## src/rtl/button_conditioner_pkg.sv

```systemverilog
// Shared constants for the push-button conditioning path: debounce lengths and button indices.
package button_conditioner_pkg;

    localparam int unsigned DEBOUNCE_CYCLES_DEFAULT = 1_000_000;
    localparam int unsigned SIM_DEBOUNCE_CYCLES     = 4;

    localparam int unsigned NUM_BTN = 3;
    localparam int unsigned BTN_C   = 0;
    localparam int unsigned BTN_L   = 1;
    localparam int unsigned BTN_R   = 2;

    // Counter only has to reach cycles-1, so $clog2(cycles) bits suffice for cycles >= 2.
    function automatic int unsigned cnt_width(input int unsigned cycles);
        return (cycles < 2) ? 1 : $clog2(cycles);
    endfunction

endpackage

```

## src/rtl/btn_debounce_pulse.sv

```systemverilog
// One button channel: 2-flop synchronizer, debounce counter, debounced level and
// a registered single-cycle pulse on each accepted press.
module btn_debounce_pulse
    import button_conditioner_pkg::*;
#(
    parameter int unsigned DEBOUNCE_CYCLES = DEBOUNCE_CYCLES_DEFAULT
) (
    input  logic clk,
    input  logic rst_n,
    input  logic btn_raw,
    output logic btn_pulse
);

    localparam int unsigned          CNT_W   = cnt_width(DEBOUNCE_CYCLES);
    localparam logic [CNT_W-1:0]     CNT_MAX = CNT_W'(DEBOUNCE_CYCLES - 1);

    logic             sync1_q;
    logic             sync2_q;
    logic             stable_q;
    logic             stable_d;
    logic [CNT_W-1:0] cnt_q;
    logic [CNT_W-1:0] cnt_d;
    logic             pulse_q;
    logic             pulse_d;

    // A level change is accepted on the edge that completes DEBOUNCE_CYCLES
    // consecutive disagreeing samples; any agreeing sample restarts the count.
    always_comb begin
        stable_d = stable_q;
        cnt_d    = '0;
        pulse_d  = 1'b0;
        if (sync2_q != stable_q) begin
            if (cnt_q == CNT_MAX) begin
                stable_d = sync2_q;
                pulse_d  = sync2_q;
            end else begin
                cnt_d = cnt_q + CNT_W'(1);
            end
        end
    end

    always_ff @(posedge clk or negedge rst_n) begin
        if (!rst_n) begin
            sync1_q  <= 1'b0;
            sync2_q  <= 1'b0;
            stable_q <= 1'b0;
            cnt_q    <= '0;
            pulse_q  <= 1'b0;
        end else begin
            sync1_q  <= btn_raw;
            sync2_q  <= sync1_q;
            stable_q <= stable_d;
            cnt_q    <= cnt_d;
            pulse_q  <= pulse_d;
        end
    end

    assign btn_pulse = pulse_q;

endmodule

```

## src/rtl/button_conditioner.sv

```systemverilog
// Conditions the three raw push-buttons into single-cycle press pulses for the buttons FSM.
module button_conditioner
    import button_conditioner_pkg::*;
#(
    parameter int unsigned DEBOUNCE_CYCLES = DEBOUNCE_CYCLES_DEFAULT
) (
    input  logic clk,
    input  logic rst_n,
    input  logic btnc,
    input  logic btnl,
    input  logic btnr,
    output logic btncZ,
    output logic btnlZ,
    output logic btnrZ
);

    logic [NUM_BTN-1:0] btn_raw;
    logic [NUM_BTN-1:0] btn_pulse;

    assign btn_raw[BTN_C] = btnc;
    assign btn_raw[BTN_L] = btnl;
    assign btn_raw[BTN_R] = btnr;

    for (genvar i = 0; i < NUM_BTN; i++) begin : g_chan
        btn_debounce_pulse #(
            .DEBOUNCE_CYCLES(DEBOUNCE_CYCLES)
        ) u_chan (
            .clk      (clk),
            .rst_n    (rst_n),
            .btn_raw  (btn_raw[i]),
            .btn_pulse(btn_pulse[i])
        );
    end

    assign btncZ = btn_pulse[BTN_C];
    assign btnlZ = btn_pulse[BTN_L];
    assign btnrZ = btn_pulse[BTN_R];

endmodule

```

## config.mk

```make
export PLATFORM = sky130hd
export DESIGN_NAME = button_conditioner
export DESIGN_NICKNAME = d
export VERILOG_FILES = /design/src/rtl/button_conditioner_pkg.sv /design/src/rtl/btn_debounce_pulse.sv /design/src/rtl/button_conditioner.sv
export SDC_FILE = /design/constraint.sdc
export NUM_CORES = 1
export LEC_CHECK = 0
export CORE_ASPECT_RATIO = 2
export CORE_MARGIN = 2
export CORE_UTILIZATION = 40
export DETAILED_ROUTE_END_ITERATION = 10
export PLACE_DENSITY = 0.65
export SLEW_MARGIN = 15
export SYNTH_ARGS = -nofsm -noshare
export SYNTH_HDL_FRONTEND = slang
export SYNTH_SLANG_ARGS = --single-unit
```

## constraint.sdc

```tcl
create_clock -name clk -period 3.9 [get_ports clk]
set_input_delay 0.585 -clock clk [delete_from_list [all_inputs] [get_ports clk]]
set_output_delay 0.585 -clock clk [all_outputs]
set_load 0.02 [all_outputs]
```

-- After elaboration in Yosys (flattened, before gate mapping)
Cells that the tools add are included.
- bits in registers: 72
- word-level logic and storage cells: 39
- input port bits: 5
- RAM bits: 0
- ROM bits: 0
- memories: 0
- latch bits: 0
- output and inout port bits: 3
- $mul: 0
- shifts and indexed selects: 0
- equal/unequal tests: 6
- multiplexer cells: 12
- div/mod/pow operators: 0
- reduce and logical (&&, ||, !) cells: 3
- add/subtract/negate cells: 3
- bitwise gates (word level): 0
- $lt $le $gt $ge: 0
- operators by type and width (kind ; number):
    20-bit 2-to-1 mux ; 6
    20-bit by 1-bit adder with 20-bit output (second input constant) ; 3
    20-bit equality test (second input constant) ; 3
    1-bit 2-to-1 mux ; 6
    2-bit AND reduction ; 3
    1-bit != test ; 3

-- Depth between registers and ports, before layout
- word-level depth: 3
- gate-level depth with buffers: 6
- depth with buffers taken out: 5

-- Hierarchy
From an unflattened synthesis, not the netlist that was laid out.
- cell total of the unflattened synthesis: 321
- area, all modules: 3554.7 µm²
- by module, submodules not included (module ; area each (µm²) ; cells each ; times used):
    btn_debounce_pulse ; 1184.9 ; 107 ; 3

-- Worst setup path after synthesis
No wires, ideal clock.
- kind: register to register
- start: register g_chan[0].u_chan.cnt_q[12]
- end: register g_chan[0].u_chan.stable_q
- data required time: 3.775 ns
- clock period less this slack: 2.051 ns
- arrival time: 1.927 ns
- slack: 1.849 ns
- library setup time: 0.125 ns
- cell stages (with the launch flop): 5
- cell sequence: dfrtp_1 > or4_1 > or4_4 > nor2_2 > mux2_2
- cells in the longest elaborated chain, start to end: 2
- ends and longest elaborated chain (what ; line ; source):
    start: declaration ; btn_debounce_pulse.sv:21 ; logic [CNT_W-1:0] cnt_q;
    start signal: assignment ; btn_debounce_pulse.sv:53 ; cnt_q <= cnt_d;
    20-bit equality test ; btn_debounce_pulse.sv:33 ; if (cnt_q == CNT_MAX) begin
    2-bit AND reduction (no source line) ; -- ;
    end signal: assignment ; btn_debounce_pulse.sv:52 ; stable_q <= stable_d;
    end: declaration ; btn_debounce_pulse.sv:19 ; logic stable_q;
No other way between the ends.
A chain may end at the register's enable or synchronous reset.

-- Worst setup path in the final report
- start: register g_chan[2].u_chan.cnt_q[0]
- end: register g_chan[2].u_chan.cnt_q[5]
- cells in the longest elaborated chain, start to end: 3
- ends and longest elaborated chain (what ; line ; source):
    start: declaration ; btn_debounce_pulse.sv:21 ;
    start signal: assignment ; btn_debounce_pulse.sv:53 ;
    20-bit by 1-bit adder with 20-bit output or 20-bit equality test (tied branches) ; btn_debounce_pulse.sv:37, btn_debounce_pulse.sv:33 ;
    20-bit 2-to-1 mux (*) ; btn_debounce_pulse.sv:33 ;
    20-bit 2-to-1 mux (*) ; btn_debounce_pulse.sv:32 ; if (sync2_q != stable_q) begin
    named net g_chan[2].u_chan.cnt_d[5] ; btn_debounce_pulse.sv:22 ; logic [CNT_W-1:0] cnt_d;
The timed path passes the listed nets; every way through them passes the cells marked *.

==> run_results.csv <==
group,metric,value,unit
run_status,outcome,"complete, no violations",
worst_hold_path,hold_path.class,"in2async",
placement,numPortBuffers,7,
worst_setup_path,cp_max_fo,18,
logic_synthesis,synth_cells,328,
timing,fin_crit,2.194,ns
grt,antenna_found_initial,0,
cells_and_area,drive_above_1_share,8.671,%
power,sw_frac_of_total,20.66,%
floorplanning,num_io_pins,8,
clock_network,post_cts_buffers,0,
clock_network,cts-root-buf,"clkbuf_16",
logic_synthesis,yosysUniqueCellTypes,34,
power,power.share.combinational,2.9,%
grt,grtUsageTotal,14.92,%
cells_and_area,stdcell_count,444,
worst_setup_path,crit_buf_inv,0,
cells_and_area,utilization,46.34,%
cells_and_area,synthToLayoutAreaGrowth,12.59,%
cells_and_area,fin_nets,351,
placement,dp.cells,430,
timing,hold_violations,0,
worst_setup_path,crit_required,4.09,ns
clock_network,cts_tree,"built",
placement,gp_congestion,0.8101,
timing,worst_slack,1.706,ns
grt,use_met1,15.05,%
timing,slew_violations,0,
timing,clock.fmax,455.8,MHz
worst_setup_path,path_cells,"ha_1 > nand3_1 > or4_4 > o21ai_4 > nor2_1",
drt,wl,6.098,mm
timing,finalCritPeriodShare,56.26,%
clock_network,clockBufferDepth,2,
drt,drtAntennaViolNets,0,
grt,grt_max_degree,69,
floorplanning,fp-row-count,47,
drt,dr_total_vias,2405,
grt,grt_pass1_wl,11.09,mm
grt,grt_pass1_vias,2505,
clock_network,insertion_delay,0.33,ns
logic_synthesis,ys_ff_latch,72,
power,p_leak,1.502,nW
floorplanning,dieArea,9268,µm²
floorplanning,fp.dieH,134.2,µm
worst_setup_path,cp-start-kind,"flip-flop",
grt,gr-usage-met2,27.51,%
power,p_switching,315.6,µW
cells_and_area,final_common_cell,"dfrtp_1",
logic_synthesis,synth_area,3388,µm²
power,internal-power,1.211,mW
clock_network,htree_levels,3,
floorplanning,core-area,8233,µm²
logic_synthesis,postSynthAreaPerCell,10.33,µm²
timing,rsz0062_at_grt,"no",
clock_network,hold_buffers,0,
timing,tns,0,ns
worst_setup_path,slowest_stage,"or4_4",
logic_synthesis,yosys.area.top_type,"dfrtp_1",
grt,grt.overflow.total,0,
drt,drc_errors,0,
timing,worst_slew_pin_slew,0.8563,ns
drt,wl_per_cell,13.73,µm
timing,fin_skew,0.004992,ns
clock_network,cts_made_buffers,9,
worst_setup_path,crit_cells,5,
worst_setup_path,cpPeakStageDelay,0.65,ns
floorplanning,fp.dieW,69.08,µm
worst_setup_path,r2r.worst_path.cells,5,
clock_network,cts_resized,0,
drt,drt_iter0_drc,100,
drt,first_pass_iters,4,
grt,grtUsageMet3,3.381,%
timing,slew_headroom,42.91,%
logic_synthesis,syn_nets,336,
worst_setup_path,critPathKind,"reg2reg",
drt,via_per_inst,5.417,
clock_network,cts_sinks,72,
logic_synthesis,ys_seq_area_share,53.18,%
cells_and_area,layout_common_cells,"72 x dfrtp_1, 56 x nor2_1, 34 x xnor2_1",
cells_and_area,diodes,0,
logic_synthesis,synth_area_leaders,"dfrtp_1 53%, xnor2_1 8.8%, nor2_1 6.2%",
worst_setup_path,end_kind,"flip-flop",
power,ir_drop,0.2299,mV
worst_setup_path,path_delay_family,"simple AND/OR/NAND/NOR gates",
worst_setup_path,arrival,2.39,ns
power,p_clk_share,46.8,%
timing,setup_viol,0,
logic_synthesis,synth.top_cell.area_share,53.18,%
run,maxCapViolations,0,
power,seqPwrFrac,50.3,%
grt,top_usage_layer,"met2",
clock_network,path_clk_slew,0.05,ns
power,powerDensity,400.3,nW/µm²
logic_synthesis,ys_warn_count,0,
placement,dp_hpwl,4.150,mm
cells_and_area,fillers,779,
placement,dp_slack,1.700,ns
floorplanning,initial_core_util,41.16,%
synthesized netlist by cell type:
cell type and count:
or3_1 3, and3_1 3, a31o_2 2, nor3_1 14, nand4b_1 2, nand4_2 1
nor2_2 2, nor4_1 13, or2_2 2, nor4bb_1 2, or4b_2 1, inv_1 13
nor2_1 56, mux2_2 3, nand3_1 16, dfrtp_1 72, and4_1 2, ha_1 3
xnor2_1 34, mux2i_1 4, nand2_1 18, or4b_1 2, o21ai_0 6, buf_6 2
or4_1 6, xor2_1 11, a21oi_1 8, clkbuf_1 1, o31ai_1 5, o21ai_4 2
and3b_1 3, buf_2 2, or4_4 2, nand4_1 12
worst register-to-register path: stages, from the launching register on:
cell and delay (ns):
dfrtp_1 0.38, ha_1 0.21, nand3_1 0.27, or4_4 0.65, o21ai_4 0.44, nor2_1 0.11
kinds of logic after synthesis:
| kind of cell | synth area share (%) |
|---|---|
| simple gates | 24.74 |
| flops | 53.18 |
| xor+xnor | 11.63 |
| compound gates | 4.653 |
| buf+inv | 2.511 |
| mux | 2.179 |
| fa+ha+maj | 1.108 |
area by class of cell:
| class | count | area [µm²] | share of cell area (%) |
|---|---|---|---|
| Tap cell | 98 | 122.6 | 3.214 |
| Sequential cell | 72 | 1802 | 47.23 |
| Timing Repair Buffer | 9 | 80.08 | 2.099 |
| Multi-Input combinational cell | 238 | 1506 | 39.49 |
| Clock buffer | 13 | 250.2 | 6.560 |
| Clock inverter | 1 | 5.005 | 0.1312 |
| Inverter | 13 | 48.80 | 1.279 |
layer usage:
layer / vias to the layer above / routed length, µm
met1: 1187 / 2419
met3: 14 / 111
met2: 28 / 3385
li1: 1176 / -
met4: 0 / 182
met5: - / 0
power by group through the flow:
stage / combinational [mW] / sequential, mW / clock (mW)
after floorplan: 0.0239 / 0.778 / 0
after global placement: 0.0461 / 0.780 / 0
after detailed placement: 0.0465 / 0.780 / 0
after CTS: 0.0466 / 0.767 / 0.745
after global routing: 0.0530 / 0.769 / 0.772
final: 0.0447 / 0.767 / 0.715
flip-flops by register name (all words and copies together), names as in the netlist:
signal and flops:
g_chan.u_chan.cnt_q 60, g_chan.u_chan.sync2_q 3, g_chan.u_chan.sync1_q 3, g_chan.u_chan.btn_pulse 3, g_chan.u_chan.stable_q 3
path summary, 6_finish.rpt:
kind	endpoint	slack, ns	startpoint
max in group asynchronous	g_chan[0].u_chan.cnt_q[19]	2.78	rst_n
worst min-delay path	g_chan[1].u_chan.btn_pulse	0.06	rst_n
worst max-delay path	g_chan[2].u_chan.cnt_q[5]	1.71	g_chan[2].u_chan.cnt_q[0]
worst max register to register	g_chan[2].u_chan.cnt_q[5]	1.71	g_chan[2].u_chan.cnt_q[0]
min in group clk	g_chan[0].u_chan.sync2_q	0.35	g_chan[0].u_chan.sync1_q
worst min register to register	g_chan[0].u_chan.sync2_q	0.35	g_chan[0].u_chan.sync1_q
per-stage QoR:
step / cell area, µm² / hold slack (ns) / total power [mW]
2_1_floorplan: 3388 / 0.2894 / 0.8024
3_3_place_gp: 3560 / 0.3338 / 0.8256
3_5_place_dp: 3560 / 0.3418 / 0.8268
4_1_cts: 3815 / 0.05486 / 1.559
5_1_grt: 3815 / 0.06046 / 1.594
6_report: 3815 / 0.06477 / 1.527
Note: power is estimated with default switching activity, not from simulation.
